==> src/rtl/fire_sched_pkg.sv <==
// Shared constants and helpers for the fire scheduler: policy codes, LFSR taps
// and the width rule for fire indices (one extra code for "none").
package fire_sched_pkg;

    localparam int unsigned POL_RR   = 0;
    localparam int unsigned POL_LFSR = 1;

    // Galois feedback taps for the 16-bit maximal-length LFSR
    localparam logic [15:0] LFSR_TAPS = 16'hB400;

    function automatic int unsigned fire_width(input int unsigned n);
        return $clog2(n + 1);
    endfunction

endpackage

==> src/rtl/rot_pick.sv <==
// Rotating-priority picker: lowest set request at or above start, wrapping at N.
// Returns N when no request is set.
module rot_pick
    import fire_sched_pkg::*;
#(
    parameter int unsigned N = 5,
    localparam int unsigned IW = fire_width(N)
) (
    input  logic [N-1:0]  req,
    input  logic [IW-1:0] start,
    output logic [IW-1:0] idx,
    output logic          any
);

    logic [2*N-1:0] dbl;
    logic [2*N-1:0] mask;
    logic [2*N-1:0] hit;

    // Unrolled copy of req covers the wrap: window [start, start+N) holds every index once
    always_comb begin
        dbl  = {req, req};
        mask = '0;
        for (int k = 0; k < 2 * N; k++) begin
            mask[k] = (k >= int'(start)) && (k < int'(start) + int'(N));
        end
        hit = dbl & mask;
        idx = IW'(N);
        for (int k = 2 * N - 1; k >= 0; k--) begin
            if (hit[k]) begin
                idx = (k >= int'(N)) ? IW'(k - int'(N)) : IW'(k);
            end
        end
    end

    assign any = |req;

endmodule

==> src/rtl/fire_scheduler.sv <==
// Environment-side fire selector: each cycle picks one enabled transition (input
// toggle or excited stateful gate) and drives the circuit's primary inputs.
module fire_scheduler
    import fire_sched_pkg::*;
#(
    parameter int unsigned     N_IN    = 2,
    parameter int unsigned     N_ST    = 3,
    parameter logic [N_IN-1:0] INIT_IN = '0,
    parameter int unsigned     POLICY  = POL_RR,
    parameter logic [15:0]     SEED    = 16'hACE1,
    localparam int unsigned    N_TR    = N_IN + N_ST,
    localparam int unsigned    FW      = fire_width(N_TR)
) (
    input  logic            clk,
    input  logic            reset,
    input  logic            en,
    input  logic [N_IN-1:0] in_can_rise,
    input  logic [N_IN-1:0] in_can_fall,
    input  logic [N_ST-1:0] st_out,
    input  logic [N_ST-1:0] st_precap,
    output logic [FW-1:0]   fire,
    output logic [N_IN-1:0] in_val,
    output logic            deadlock,
    output logic            deadlock_seen,
    output logic [15:0]     fired_cnt
);

    logic [N_TR-1:0] enabled;
    logic [FW-1:0]   pick;
    logic            any;
    logic            fire_ok;

    logic [FW-1:0]   ptr_q, ptr_d;
    logic [15:0]     lfsr_q, lfsr_d;
    logic [N_IN-1:0] in_val_q, in_val_d;
    logic            seen_q;
    logic [15:0]     cnt_q;

    // An input is enabled in the direction opposite to its current level
    always_comb begin
        enabled = '0;
        for (int i = 0; i < N_IN; i++) begin
            enabled[i] = in_val_q[i] ? in_can_fall[i] : in_can_rise[i];
        end
        for (int j = 0; j < N_ST; j++) begin
            enabled[N_IN + j] = st_out[j] ^ st_precap[j];
        end
    end

    rot_pick #(
        .N (N_TR)
    ) u_pick (
        .req   (enabled),
        .start (ptr_q),
        .idx   (pick),
        .any   (any)
    );

    assign fire_ok  = en & any & ~reset;
    assign fire     = fire_ok ? pick : FW'(N_TR);
    assign deadlock = en & ~any & ~reset;

    always_comb begin
        lfsr_d = {1'b0, lfsr_q[15:1]} ^ (lfsr_q[0] ? LFSR_TAPS : 16'h0000);

        if (POLICY == POL_LFSR) begin
            ptr_d = FW'(lfsr_q % 16'(N_TR));
        end else begin
            ptr_d = (pick == FW'(N_TR - 1)) ? '0 : pick + FW'(1);
        end

        in_val_d = in_val_q;
        for (int i = 0; i < N_IN; i++) begin
            if (pick == FW'(i)) begin
                in_val_d[i] = ~in_val_q[i];
            end
        end
    end

    always_ff @(posedge clk or posedge reset) begin
        if (reset) begin
            ptr_q    <= '0;
            lfsr_q   <= SEED;
            in_val_q <= INIT_IN;
            seen_q   <= 1'b0;
            cnt_q    <= '0;
        end else begin
            if (en) begin
                lfsr_q <= lfsr_d;
            end
            if (fire_ok) begin
                in_val_q <= in_val_d;
                ptr_q    <= ptr_d;
                if (cnt_q != 16'hFFFF) begin
                    cnt_q <= cnt_q + 16'd1;
                end
            end
            if (deadlock) begin
                seen_q <= 1'b1;
            end
        end
    end

    assign in_val        = in_val_q;
    assign deadlock_seen = seen_q;
    assign fired_cnt     = cnt_q;

endmodule
==> config.mk <==
export PLATFORM = sky130hd
export DESIGN_NAME = fire_scheduler
export DESIGN_NICKNAME = d
export VERILOG_FILES = /design/src/rtl/fire_sched_pkg.sv /design/src/rtl/rot_pick.sv /design/src/rtl/fire_scheduler.sv
export SDC_FILE = /design/constraint.sdc
export NUM_CORES = 1
export LEC_CHECK = 0
export CAP_MARGIN = 20
export CORE_MARGIN = 3
export CORE_UTILIZATION = 60
export CTS_CLUSTER_DIAMETER = 150
export DETAILED_ROUTE_END_ITERATION = 6
export DONT_BUFFER_PORTS = 1
export GPL_ROUTABILITY_DRIVEN = 0
export GPL_TIMING_DRIVEN = 0
export PLACE_DENSITY = 0.79
export SETUP_SLACK_MARGIN = 0.5
export SYNTH_ARGS = -nofsm -noshare
export SYNTH_HDL_FRONTEND = slang
export SYNTH_SLANG_ARGS = --single-unit
==> constraint.sdc <==
create_clock -name clk -period 7.76 [get_ports clk]
set_input_delay 1.552 -clock clk [delete_from_list [all_inputs] [get_ports clk]]
set_output_delay 1.552 -clock clk [all_outputs]
set_load 0.01 [all_outputs]
# After elaboration in Yosys (flattened, before gate mapping)
# Index checks and enable logic that the tools add are counted.
[totals] reg_bits=22 inputBits=13 out_inout_bits=23 wordCells=66
[classes] add_sub_neg=3 n_lt_le_gt_ge=17 n_eq_ne=3 muxes=14 n_bitwise=12 reduce_logical=12
[op_table] cell="< comparator 4 x 32 -> 1 bit (first input constant)" n=4
[op_table] cell="< comparator 3 x 32 -> 1 bit (first input constant)" n=2
[op_table] cell="< comparator 5 x 32 -> 1 bit (first input constant)" n=2
[op_table] cell="two-way mux 3 bit" n=11
[op_table] cell="< comparator 1 x 32 -> 1 bit (first input constant)" n=1
[op_table] cell="< comparator 2 x 32 -> 1 bit (first input constant)" n=1
[op_table] cell="adder 16 x 1 -> 16 bit (second input constant)" n=1
[op_table] cell="!= test 16 bit (second input constant)" n=1
[op_table] cell="bitwise AND 10 bit" n=1
[op_table] cell=">= comparator 3 bit (first input constant)" n=3
[op_table] cell="logical AND 1 bit" n=7
[op_table] cell=">= comparator 1 x 3 -> 1 bit (first input constant)" n=2
[op_table] cell=">= comparator 2 x 3 -> 1 bit (first input constant)" n=2
[op_table] cell="AND reduction 2 bit" n=3
[op_table] cell="OR reduction 5 bit" n=1
[op_table] cell="adder 3 x 3 -> 4 bit (second input constant)" n=1
[op_table] cell="bitwise AND 1 bit" n=4
[op_table] cell="inverter 1 bit" n=4
[op_table] cell="adder 3 x 1 -> 3 bit (second input constant)" n=1
[op_table] cell="equality test 3 x 1 -> 1 bit (second input constant)" n=1
[op_table] cell="equality test 3 bit (second input constant)" n=1
[op_table] cell="logical NOT 3 bit" n=1
[op_table] cell="two-way mux 1 bit" n=3
[op_table] cell="XOR 1 bit" n=3

# Depth between registers and ports, before layout
[depth] word_depth=16 depth_mapped=12 depth_no_buf=11

# Cells and area by module
# From an unflattened synthesis, not the netlist that was laid out.
[hier_totals] cells_unflattened=166 hier_area_um2=1606.5
[modules_own_cells] mod="fire_scheduler" n_inst=1 cells_each=110 area_per_inst_um2=1203.7 seq_area_each_um2=550.5
[modules_own_cells] mod="rot_pick" n_inst=1 cells_each=56 area_per_inst_um2=402.9 seq_area_each_um2=0.0

# Worst setup path before layout
# OpenSTA, ideal clock, no wires.
[synth_path] path_type="in2out" start="input port reset" end="output port fire[1]" arrival_ns=2.970 t_required_ns=6.208 setup_slack_ns=3.238 cell_stages=5 n_path_buf=1 path_cell_list="inv_1 nand2_1 a41oi_1 clkbuf_1 and2_1"
[synth_between] elab_chain_cells=3
[synth_rtl] item="from (decl)" line_no="fire_scheduler.sv:15" source="input logic reset,"
[synth_rtl] item="inverter 1 bit" line_no="fire_scheduler.sv:59" source="assign fire_ok = en & any & ~reset;"
[synth_rtl] item="bitwise AND 1 bit" line_no="fire_scheduler.sv:59"
[synth_rtl] item="two-way mux 3 bit" line_no="fire_scheduler.sv:60" source="assign fire = fire_ok ? pick : FW'(N_TR);"
[synth_rtl] item="to (decl)" line_no="fire_scheduler.sv:21" source="output logic [FW-1:0] fire,"
# Every way passes these cells.

# Worst setup path in the final report
# Same ends and word-level chain as after synthesis.

==> impl_metrics.py <==
metrics = {
    "clocking": {
        "post_cts_buffers": 0,
        "cts_tree": "done",
        "cts.sinks": 22,
        "htree_levels": 1,
        "ctsHoldBuffers": 0,
        "cts_resized": 0,
        "clk_latency_ns": 0.30,
        "clk_pin_slew_worst_paths_ns": 0.11,
        "cts_made_buffers": 3,
        "clockRootBuffer": "clkbuf_4",
        "clk_path_buf_depth": 2,
    },
    "logic_synthesis": {
        "syn_nets": 180,
        "netlist.area_leader.share": 0.365,
        "synth_cell_types": 46,
        "synth-seq-cells": 22,
        "async_flop_share": 1.00,
        "yosysSeqAreaShare": 0.365,
        "syn_area_sq_um": 1510,
        "synth_ff_type": "dfrtp_1",
        "synth_area_leaders": "dfrtp_1 (37%), xnor2_1 (7.6%), ha_1 (6.6%)",
        "syn_area_per_cell_sq_um": 9.47,
        "syn_inst": 159,
        "synth_edf_count": 0,
        "synth_warnings": 0,
        "ys_top_cells_by_count": "dfrtp_1 (22), xnor2_1 (13), nand2_1 (12)",
        "yosys.area.top_type": "dfrtp_1",
        "yosysMostFrequentCell": "dfrtp_1",
    },
    "timing": {
        "rsz0062_at_grt": "no",
        "worst_pin_slew_ns": 0.835,
        "setup_viol": 0,
        "slew_viol_final": 0,
        "finalCriticalPeriod_ns": 4.93,
        "hold_viol_final": 0,
        "setup_tns_ns": 0,
        "timing.fmax_ghz": 0.203,
        "timing.slew.headroom": 0.443,
        "hold-worst-slack_ns": 0.556,
        "skew_ns": 0.00518,
        "period_share": 0.635,
        "setup_ws_ns": 2.83,
    },
    "setup_path": {
        "crit_family": "buffers and inverters",
        "timing_worst_setup_path_type": "in -> out",
        "critPathCaptureType": "output port",
        "cp_cell_sequence": "inv_1, nand2_1, a41oi_1, clkbuf_1, and2_1",
        "slowest_delay_ns": 0.59,
        "critical_path.slowest_cell": "inv_1",
        "cp_num_buf_inv": 2,
        "worstPathMaxFanout": 23,
        "crit_arrival_ns": 3.37,
        "critPathRequiredTime_ns": 6.21,
        "rrSetupSlack_ns": 4.84,
        "critPathLaunchType": "input port",
    },
    "detailed_routing": {
        "wl_met1_mm": 1.25,
        "drc": 0,
        "highest_layer": "met4",
        "vias": 1181,
        "met3RoutedLength_microns": 168,
        "via_per_inst": 6.22,
        "drt_iter0_drc": 48,
        "drt-total-wl_mm": 3.08,
        "first_pass_iters": 4,
        "drt-wirelength-per-cell_microns": 16.2,
        "ant_nets": 0,
        "dr_wl_met2_mm": 1.61,
    },
    "pwr": {
        "p_int_mw": 0.300,
        "ir_drop_mv": 0.259,
        "p_comb_frac": 0.549,
        "clock_power_share": 0.090,
        "power.density_nw_per_um2": 351,
        "sw_frac_of_total": 0.454,
        "power_leakage_nw": 0.721,
        "switching_power_mw": 0.249,
        "seqPwrFrac": 0.361,
    },
    "floorplanning": {
        "die_x_microns": 56.1,
        "fp.dieArea_sq_um": 3150,
        "start_util": 0.656,
        "core_area_sq_um": 2300,
        "fp.dieH_microns": 56.1,
        "pin_count": 36,
        "placementRows": 17,
    },
    "final_layout": {
        "multi_input_area_sq_um": 883,
        "areaGrowthSynthToFinish_pct": 3.82,
        "final_util": 0.681,
        "antennaDiodeCount": 0,
        "register_area_sq_um": 551,
        "drive_gt1_frac": 0.111,
        "fin_nets": 185,
        "fillers": 180,
    },
    "global_routing": {
        "grt_antenna_before_repair": 0,
        "grt.total_usage": 0.202,
        "grt_max_degree": 24,
        "grt_pass1_wl_mm": 5.11,
        "first_global_vias": 1172,
        "grt_remaining_overflow": 0,
    },
    "outcome": {
        "status": "complete, no violations",
    },
    "place": {
        "place.port_buffers": 0,
        "dp_slack_ns": 2.78,
        "dp_hpwl_mm": 2.40,
    },
    "min_path": {
        "min_path_type": "reg -> reg",
    },
    "flow_run": {
        "drv_cap": 0,
    },
}
==> per-stage QoR <==
step	cells	total power, mW	cell area (sq um)
final	190	0.549	1560
after CTS	190	0.546	1560
after detailed placement	187	0.495	1540
after global placement	187	0.480	1540
after floorplan	159	0.431	1510
after global routing	190	0.593	1560
==> worst register-to-register path, stage by stage, from the launching register on <==
cell and delay (ns):
dfrtp_1 0.43, buf_6 0.16, inv_1 0.07, ha_1 0.17, o21ba_2 0.25, a21boi_0 0.16
a32oi_1 0.28, a221oi_1 0.14, or3_4 0.43, ha_1 0.22, or3_1 0.39, a31oi_1 0.17
==> final timing paths <==
path | cells after the start | to | from
worst max-delay path | 5 | fire[1] | reset
worst min-delay path | 1 | deadlock_seen$_DFFE_PP0P_ | deadlock_seen$_DFFE_PP0P_
worst max register to register | 11 | ptr_q[2]$_DFFE_PP0P_ | ptr_q[1]$_DFFE_PP0P_
worst min register to register | 1 | deadlock_seen$_DFFE_PP0P_ | deadlock_seen$_DFFE_PP0P_
max in group asynchronous | 1 | fired_cnt[7]$_DFFE_PP0P_ | reset
min in group asynchronous | 1 | fired_cnt[12]$_DFFE_PP0P_ | reset
==> flip-flops by register name, summed over array words and instances (netlist names) <==
signal / count
fired_cnt: 16
deadlock_seen: 1
ptr_q: 3
in_val: 2
==> cell families (layout without fill, tap and decap cells) <==
logic type | Yosys count | count (layout) | synth area share
AO/OA/AOI/OAI | 30 | 30 | 0.144
XOR/XNOR | 23 | 23 | 0.134
adder cells (fa/ha/maj) | 8 | 8 | 0.0664
buffers and inverters | 14 | 17 | 0.0482
flip-flops | 22 | 22 | 0.365
multiplexers | 4 | 4 | 0.0357
AND/OR/NAND/NOR | 58 | 58 | 0.207
==> layout make-up <==
cell class,instances,share of cell area
clock buffer,3,0.0144
inverter,9,0.0216
multi-input combinational,123,0.565
sequential,22,0.352
tap,28,0.0224
buffer,5,0.0248
==> power by group through the flow <==
stage	combinational [mW]	sequential, mW	clock [mW]
after floorplan	0.241	0.191	0
after global placement	0.281	0.199	0
after detailed placement	0.295	0.201	0
after CTS	0.297	0.198	0.0506
after global routing	0.332	0.204	0.0570
final	0.301	0.198	0.0496
==> per-layer routing <==
layer,up-vias,track usage
li1,563,-
met2,52,0.337
met4,0,0.105
met1,556,0.239
met3,10,0.0487
met5,-,0
==> cell usage in the layout (no fill, tap or decap), types with 3 or more instances in the layout <==
cell type and count:
o21ai_0 6, dfrtp_1 22, clkbuf_4 3, a21oi_1 5
nand2_1 12, nor3_1 5, nor2_1 8, nand4_1 6
ha_1 8, inv_1 9, xnor2_1 13, xor2_1 10
and3_1 6, nand3_1 7
No activity file was read; power rests on OpenSTA's default activity.
